[config.mk]
export PLATFORM = sky130hd
export DESIGN_NAME = sa_rdata_router
export DESIGN_NICKNAME = d
export VERILOG_FILES = /design/src/rtl/sa_rdata_router.sv
export SDC_FILE = /design/constraint.sdc
export NUM_CORES = 1
export LEC_CHECK = 0
export BUFFER_PORTS_ARGS = -buffer_cell sky130_fd_sc_hd__buf_2
export CORE_MARGIN = 8
export CORE_UTILIZATION = 41
export DETAILED_ROUTE_END_ITERATION = 6
export PLACE_DENSITY = 0.73
export REMOVE_ABC_BUFFERS = 1
export SLEW_MARGIN = 5
export SYNTH_ARGS = -nofsm -noshare
export SYNTH_HDL_FRONTEND = slang
export SYNTH_SLANG_ARGS = --single-unit
[constraint.sdc]
create_clock -name ACLK_i -period 3.3 [get_ports ACLK_i]
set_clock_uncertainty 0.1 [all_clocks]
set_input_delay 0 -clock ACLK_i [delete_from_list [all_inputs] [get_ports ACLK_i]]
set_output_delay 0 -clock ACLK_i [all_outputs]
set_load 0.03 [all_outputs]
[src/rtl/sa_rdata_router.sv]
// Read-data return path: 2-entry skid buffer on the slave R channel, routing to masters by
// the upper RID bits, and RLAST suppression for bursts the address path split into sub-bursts.
module sa_rdata_router #(
    parameter int MST_AMT         = 3,
    parameter int MST_ID_W        = $clog2(MST_AMT),
    parameter int OUTSTANDING_AMT = 8,
    parameter int SPLIT_W         = 2,
    parameter int DATA_WIDTH      = 32,
    parameter int TRANS_MST_ID_W  = 5,
    parameter int TRANS_SLV_ID_W  = TRANS_MST_ID_W + MST_ID_W
) (
    input  logic                                ACLK_i,
    input  logic                                ARESETn_i,
    input  logic [TRANS_SLV_ID_W-1:0]           s_RID_i,
    input  logic [DATA_WIDTH-1:0]               s_RDATA_i,
    input  logic                                s_RLAST_i,
    input  logic                                s_RVALID_i,
    output logic                                s_RREADY_o,
    input  logic [TRANS_SLV_ID_W-1:0]           AR_AxID_i,
    input  logic [SPLIT_W-1:0]                  AR_split_num_i,
    input  logic                                AR_shift_en_i,
    output logic                                AR_stall_o,
    output logic [TRANS_MST_ID_W*MST_AMT-1:0]   dsp_RID_o,
    output logic [DATA_WIDTH*MST_AMT-1:0]       dsp_RDATA_o,
    output logic [MST_AMT-1:0]                  dsp_RLAST_o,
    output logic [MST_AMT-1:0]                  dsp_RVALID_o,
    input  logic [MST_AMT-1:0]                  dsp_RREADY_i
);
    localparam int SF_AW = $clog2(OUTSTANDING_AMT);
    localparam logic [SF_AW:0] SF_DEPTH = (SF_AW+1)'(OUTSTANDING_AMT);

    typedef struct packed {
        logic [TRANS_SLV_ID_W-1:0] id;
        logic [DATA_WIDTH-1:0]     data;
        logic                      last;
    } beat_t;

    typedef struct packed {
        logic [TRANS_SLV_ID_W-1:0] id;
        logic [SPLIT_W-1:0]        num;
    } split_t;

    beat_t              buf_q [2];
    beat_t              buf_d [2];
    logic               wr_ptr_q, wr_ptr_d;
    logic               rd_ptr_q, rd_ptr_d;
    logic [1:0]         buf_cnt_q, buf_cnt_d;
    logic               s_rready_q, s_rready_d;

    split_t             sf_mem_q [OUTSTANDING_AMT];
    split_t             sf_mem_d [OUTSTANDING_AMT];
    logic [SF_AW-1:0]   sf_wr_q, sf_wr_d;
    logic [SF_AW-1:0]   sf_rd_q, sf_rd_d;
    logic [SF_AW:0]     sf_cnt_q, sf_cnt_d;
    logic [SPLIT_W-1:0] split_cnt_q, split_cnt_d;

    beat_t              head;
    split_t             sf_head;
    logic [MST_ID_W-1:0] h_mst;
    logic [MST_AMT-1:0] rvalid;
    logic               head_vld, route_ok, r_push, r_pop;
    logic               filt, last_pop, split_done, sf_wr, sf_full, sf_empty;

    assign head     = buf_q[rd_ptr_q];
    assign h_mst    = head.id[TRANS_SLV_ID_W-1 -: MST_ID_W];
    assign head_vld = (buf_cnt_q != 2'd0);
    assign route_ok = (32'(h_mst) < MST_AMT);

    assign sf_head  = sf_mem_q[sf_rd_q];
    assign sf_full  = (sf_cnt_q == SF_DEPTH);
    assign sf_empty = (sf_cnt_q == '0);

    always_comb begin
        rvalid = '0;
        for (int m = 0; m < MST_AMT; m++) begin
            rvalid[m] = head_vld && (32'(h_mst) == m);
        end
    end

    // Unroutable heads are discarded in their first valid cycle so they cannot block the path.
    assign r_push = s_RVALID_i & s_rready_q;
    assign r_pop  = head_vld & (~route_ok | (|(rvalid & dsp_RREADY_i)));

    assign filt       = ~sf_empty & (sf_head.id == head.id);
    assign last_pop   = r_pop & head.last & filt;
    assign split_done = last_pop & (split_cnt_q == sf_head.num - SPLIT_W'(1));
    // A full FIFO still accepts a write when the same edge retires its head.
    assign sf_wr      = AR_shift_en_i & (AR_split_num_i != '0) & (~sf_full | split_done);

    always_comb begin
        buf_d    = buf_q;
        wr_ptr_d = wr_ptr_q;
        rd_ptr_d = rd_ptr_q;
        if (r_push) begin
            buf_d[wr_ptr_q] = '{id: s_RID_i, data: s_RDATA_i, last: s_RLAST_i};
            wr_ptr_d        = ~wr_ptr_q;
        end
        if (r_pop) begin
            rd_ptr_d = ~rd_ptr_q;
        end
        buf_cnt_d  = buf_cnt_q + {1'b0, r_push} - {1'b0, r_pop};
        s_rready_d = (buf_cnt_d != 2'd2);
    end

    always_comb begin
        sf_mem_d = sf_mem_q;
        sf_wr_d  = sf_wr_q;
        sf_rd_d  = sf_rd_q;
        if (sf_wr) begin
            sf_mem_d[sf_wr_q] = '{id: AR_AxID_i, num: AR_split_num_i};
            sf_wr_d           = sf_wr_q + SF_AW'(1);
        end
        if (split_done) begin
            sf_rd_d = sf_rd_q + SF_AW'(1);
        end
        sf_cnt_d = sf_cnt_q + {{SF_AW{1'b0}}, sf_wr} - {{SF_AW{1'b0}}, split_done};

        split_cnt_d = split_cnt_q;
        if (last_pop) begin
            split_cnt_d = split_done ? '0 : split_cnt_q + SPLIT_W'(1);
        end
    end

    always_ff @(posedge ACLK_i or negedge ARESETn_i) begin
        if (!ARESETn_i) begin
            for (int i = 0; i < 2; i++) begin
                buf_q[i] <= '0;
            end
            for (int i = 0; i < OUTSTANDING_AMT; i++) begin
                sf_mem_q[i] <= '0;
            end
            wr_ptr_q    <= 1'b0;
            rd_ptr_q    <= 1'b0;
            buf_cnt_q   <= 2'd0;
            s_rready_q  <= 1'b1;
            sf_wr_q     <= '0;
            sf_rd_q     <= '0;
            sf_cnt_q    <= '0;
            split_cnt_q <= '0;
        end else begin
            buf_q       <= buf_d;
            sf_mem_q    <= sf_mem_d;
            wr_ptr_q    <= wr_ptr_d;
            rd_ptr_q    <= rd_ptr_d;
            buf_cnt_q   <= buf_cnt_d;
            s_rready_q  <= s_rready_d;
            sf_wr_q     <= sf_wr_d;
            sf_rd_q     <= sf_rd_d;
            sf_cnt_q    <= sf_cnt_d;
            split_cnt_q <= split_cnt_d;
        end
    end

    assign s_RREADY_o   = s_rready_q;
    assign AR_stall_o   = sf_full;
    assign dsp_RVALID_o = rvalid;
    assign dsp_RID_o    = {MST_AMT{head.id[TRANS_MST_ID_W-1:0]}};
    assign dsp_RDATA_o  = {MST_AMT{head.data}};
    assign dsp_RLAST_o  = {MST_AMT{head.last & ~filt}};

endmodule

==> impl_metrics.env <==
export IMPL_status="finished clean"
export IMPL_clk_pin_slew_ns=0.07
export IMPL_antenna_found_initial=1
export IMPL_drive_gt1_share_pct=58.8
export IMPL_rows=53
export IMPL_cp_top_family="multiplexers"
export IMPL_cts_root_buf="clkbuf_16"
export IMPL_drt_iter0_drc=266
export IMPL_dp_slack_ns=-0.0464
export IMPL_max_freq_mhz=314
export IMPL_initial_utilization_pct=41.3
export IMPL_wl_mm=19.3
export IMPL_cp_data_required_time_ns=3.52
export IMPL_avgSynthCellArea_sq_um=14.0
export IMPL_period_share_pct=96.4
export IMPL_grt_max_degree=102
export IMPL_die_w_um=161
export IMPL_clkLatencyLatePin_ns=0.42
export IMPL_fp_coreArea_sq_um=20800
export IMPL_rsz0062_at_grt="yes"
export IMPL_grt_pass1_vias=5536
export IMPL_firstDrtPassIters=4
export IMPL_post_drt_wl_per_cell_um=17.7
export IMPL_h_tree_depth=4
export IMPL_via_per_inst=4.88
export IMPL_grt_pass1_wl_mm=30.9
export IMPL_path_max_fanout=4
export IMPL_syn_instance_count=613
export IMPL_synth_flop_cell="dfrtp_1"
export IMPL_cp_slowest_cell="mux4_2"
export IMPL_place_area_sq_um=9320
export IMPL_drv_cap=0
export IMPL_setup_viol=0
export IMPL_cts_buffers=17
export IMPL_cts_tree="built"
export IMPL_fin_nets=867
export IMPL_dp_hpwl_mm=13.4
export IMPL_antenna_left=0
export IMPL_fin_area_sq_um=10700
export IMPL_design_portCount=175
export IMPL_postLayoutSetupSlackWorst_ns=0.119
export IMPL_area_growth_pct=24.4
export IMPL_fill_cells=1728
export IMPL_die_h_um=161
export IMPL_grt_ovfl_total=0
export IMPL_drv_slew=0
export IMPL_synth_area_sq_um=8590
export IMPL_ys_ff_latch=169
export IMPL_drc=0
export IMPL_hp_class="input pin to flop"
export IMPL_yosysSeqAreaShare_pct=49.2
export IMPL_arrival_ns=3.40
export IMPL_criticalPathCategory="flop to flop"
export IMPL_startpoint_type="flop"
export IMPL_critPathCaptureType="flop"
export IMPL_cts_path_max_buffers=2
export IMPL_async_flop_share_pct=100
export IMPL_die_area_sq_um=25800
export IMPL_cpPeakStageDelay_ns=0.53
export IMPL_synth_cell_types=51
export IMPL_crit_chain="mux4_2 > mux2i_4 > xor2_2 > mux2i_1 > nand3_2 > o21ai_2 > nand2_2 > ha_4 > inv_2 > ha_4 > inv_2 > fa_1 > xnor2_1"
export IMPL_grt_usage_pct=15.0
export IMPL_yosys_warnings=0
export IMPL_place_gp_congestion=0.778
export IMPL_dr_total_vias=5311
export IMPL_tightest_slew_ns=0.912
export IMPL_clock_sinks=169
export IMPL_worst_path_buf_inv=2
export IMPL_synth_edff_count=0
export IMPL_hold_violations=0
export IMPL_port_buffers=174
export IMPL_finalCriticalPeriod_ns=3.18
export IMPL_maxSlewHeadroom_pct=39.2
-- worst register-to-register path: cells and delay by family, from the launching register on --
kind,cells,cell delay [ns]
AO/OA/AOI/OAI,1,0.19
XOR/XNOR,2,0.31
adder cells (fa/ha/maj),3,0.71
buffers and inverters,2,0.09
flip-flops,1,0.41
multiplexers,3,1.01
AND/OR/NAND/NOR,2,0.24
-- flip-flops by register name, indices dropped and copies added (netlist names), 2 cells and up --
name,cells
buf_q,80
sf_mem_q,72
sf_cnt_q,4
sf_rd_q,3
sf_wr_q,3
buf_cnt_q,2
split_cnt_q,2
-- per-layer routing --
layer	routed length (um)	GRT usage [%]
met1	8530	18.6
met2	9150	24.6
met3	1380	4.97
met4	256	4.38
met5	0	0
-- stage by stage --
stage	setup TNS (ns)	hold WS, ns	std cells	util, %
4_1_cts	0	0.0805	1078	50.4
5_1_grt	-0.109	0.125	1089	51.3
6_report	0	0.108	1089	51.3
3_3_place_gp	-0.00341	0.0592	991	44.8
3_5_place_dp	-0.0920	0.0650	991	44.8
2_1_floorplan	-56.47	-0.396	511	-
-- final timing paths --
kind,start,to,slack (ns),cells past startpoint
worst min-delay path,AR_shift_en_i,sf_wr_q[2],0.11,5
max in group asynchronous,ARESETn_i,s_RREADY_o,2.04,3
worst max register to register,sf_rd_q[0],sf_cnt_q[2],0.12,13
worst min register to register,sf_mem_q[37],sf_mem_q[37],0.39,1
min in group asynchronous,ARESETn_i,buf_q[10],0.13,2
worst max-delay path,sf_rd_q[0],sf_cnt_q[2],0.12,13
-- cell families after synthesis --
group / after synthesis / synth area share [%]
adders and majority gates: 11 / 1.69
DFF: 169 / 49.2
AOI/OAI and AO/OA: 23 / 1.99
xor gates and xnor gates: 13 / 1.32
buffers and inverters: 111 / 9.22
and+or+nand+nor: 57 / 5.18
muxes: 229 / 31.4
-- cell usage in the layout, fill, tap and decap left out, types with 5 or more instances in the layout --
cell / Yosys / final
mux2i_1: 27 / 24
dfrtp_1: 168 / 166
inv_6: 0 / 6
buf_2: 2 / 173
nand2_1: 7 / 6
mux4_2: 5 / 5
dlygate4sd3_1: 0 / 52
nor2_1: 11 / 10
mux2_2: 177 / 177
inv_1: 9 / 7
ha_1: 10 / 8
clkbuf_16: 0 / 17
buf_4: 77 / 40
mux2_4: 6 / 7
xnor2_1: 7 / 7
mux2_1: 9 / 8
-- final cells by class --
class	instances	area (sq um)	area share (%)
flip-flops and latches	169	4230	39.6
multi-input cells	333	3690	34.6
repair buffers	270	1760	16.5
clock buffers	18	429	4.02
well taps	275	344	3.22
clock inverters	14	185	1.73
inverters	9	33.8	0.316
diodes	1	2.50	0.0234
-- Yosys cell counts, types with 3 or more instances --
cell      count  area, sq um
or2_2         3         18.8
buf_6         6         67.6
mux4_2        5          113
nor2_1       11         41.3
mux2_1        9          101
a22oi_1       7         52.6
mux2_4        6         90.1
and2b_1       3         22.5
mux4_1        4          105
ha_1         10          125
nand3_1       4         20.0
a21o_1        3         22.5
nand2_1       7         26.3
buf_4        77          578
mux2_2      177         1990
and2_1        3         18.8
a21oi_1       5         25.0
clkbuf_1      8         30.0
mux2i_1      27          270
nand4b_4      3         71.3
dfrtp_1     168         4200
and3_1        3         18.8
inv_1         9         33.8
xor2_1        6         52.6
nor2b_1       3         18.8
nand4_4       3         63.8
xnor2_1       7         61.3
buf_1         6         22.5
-- what timing repair did --
item / in CTS / in global routing
buffers inserted: 3 / 10
pin swaps: 5 / 10
hold endpoints to repair: 251 / 0
gates resized for setup: 4 / 24
endpoints found under the setup margin: 2 / 57
hold buffers: 52 / 0
Power is not shown: default switching activity piles up to over one toggle a cycle in this logic, so the estimate is an artifact.
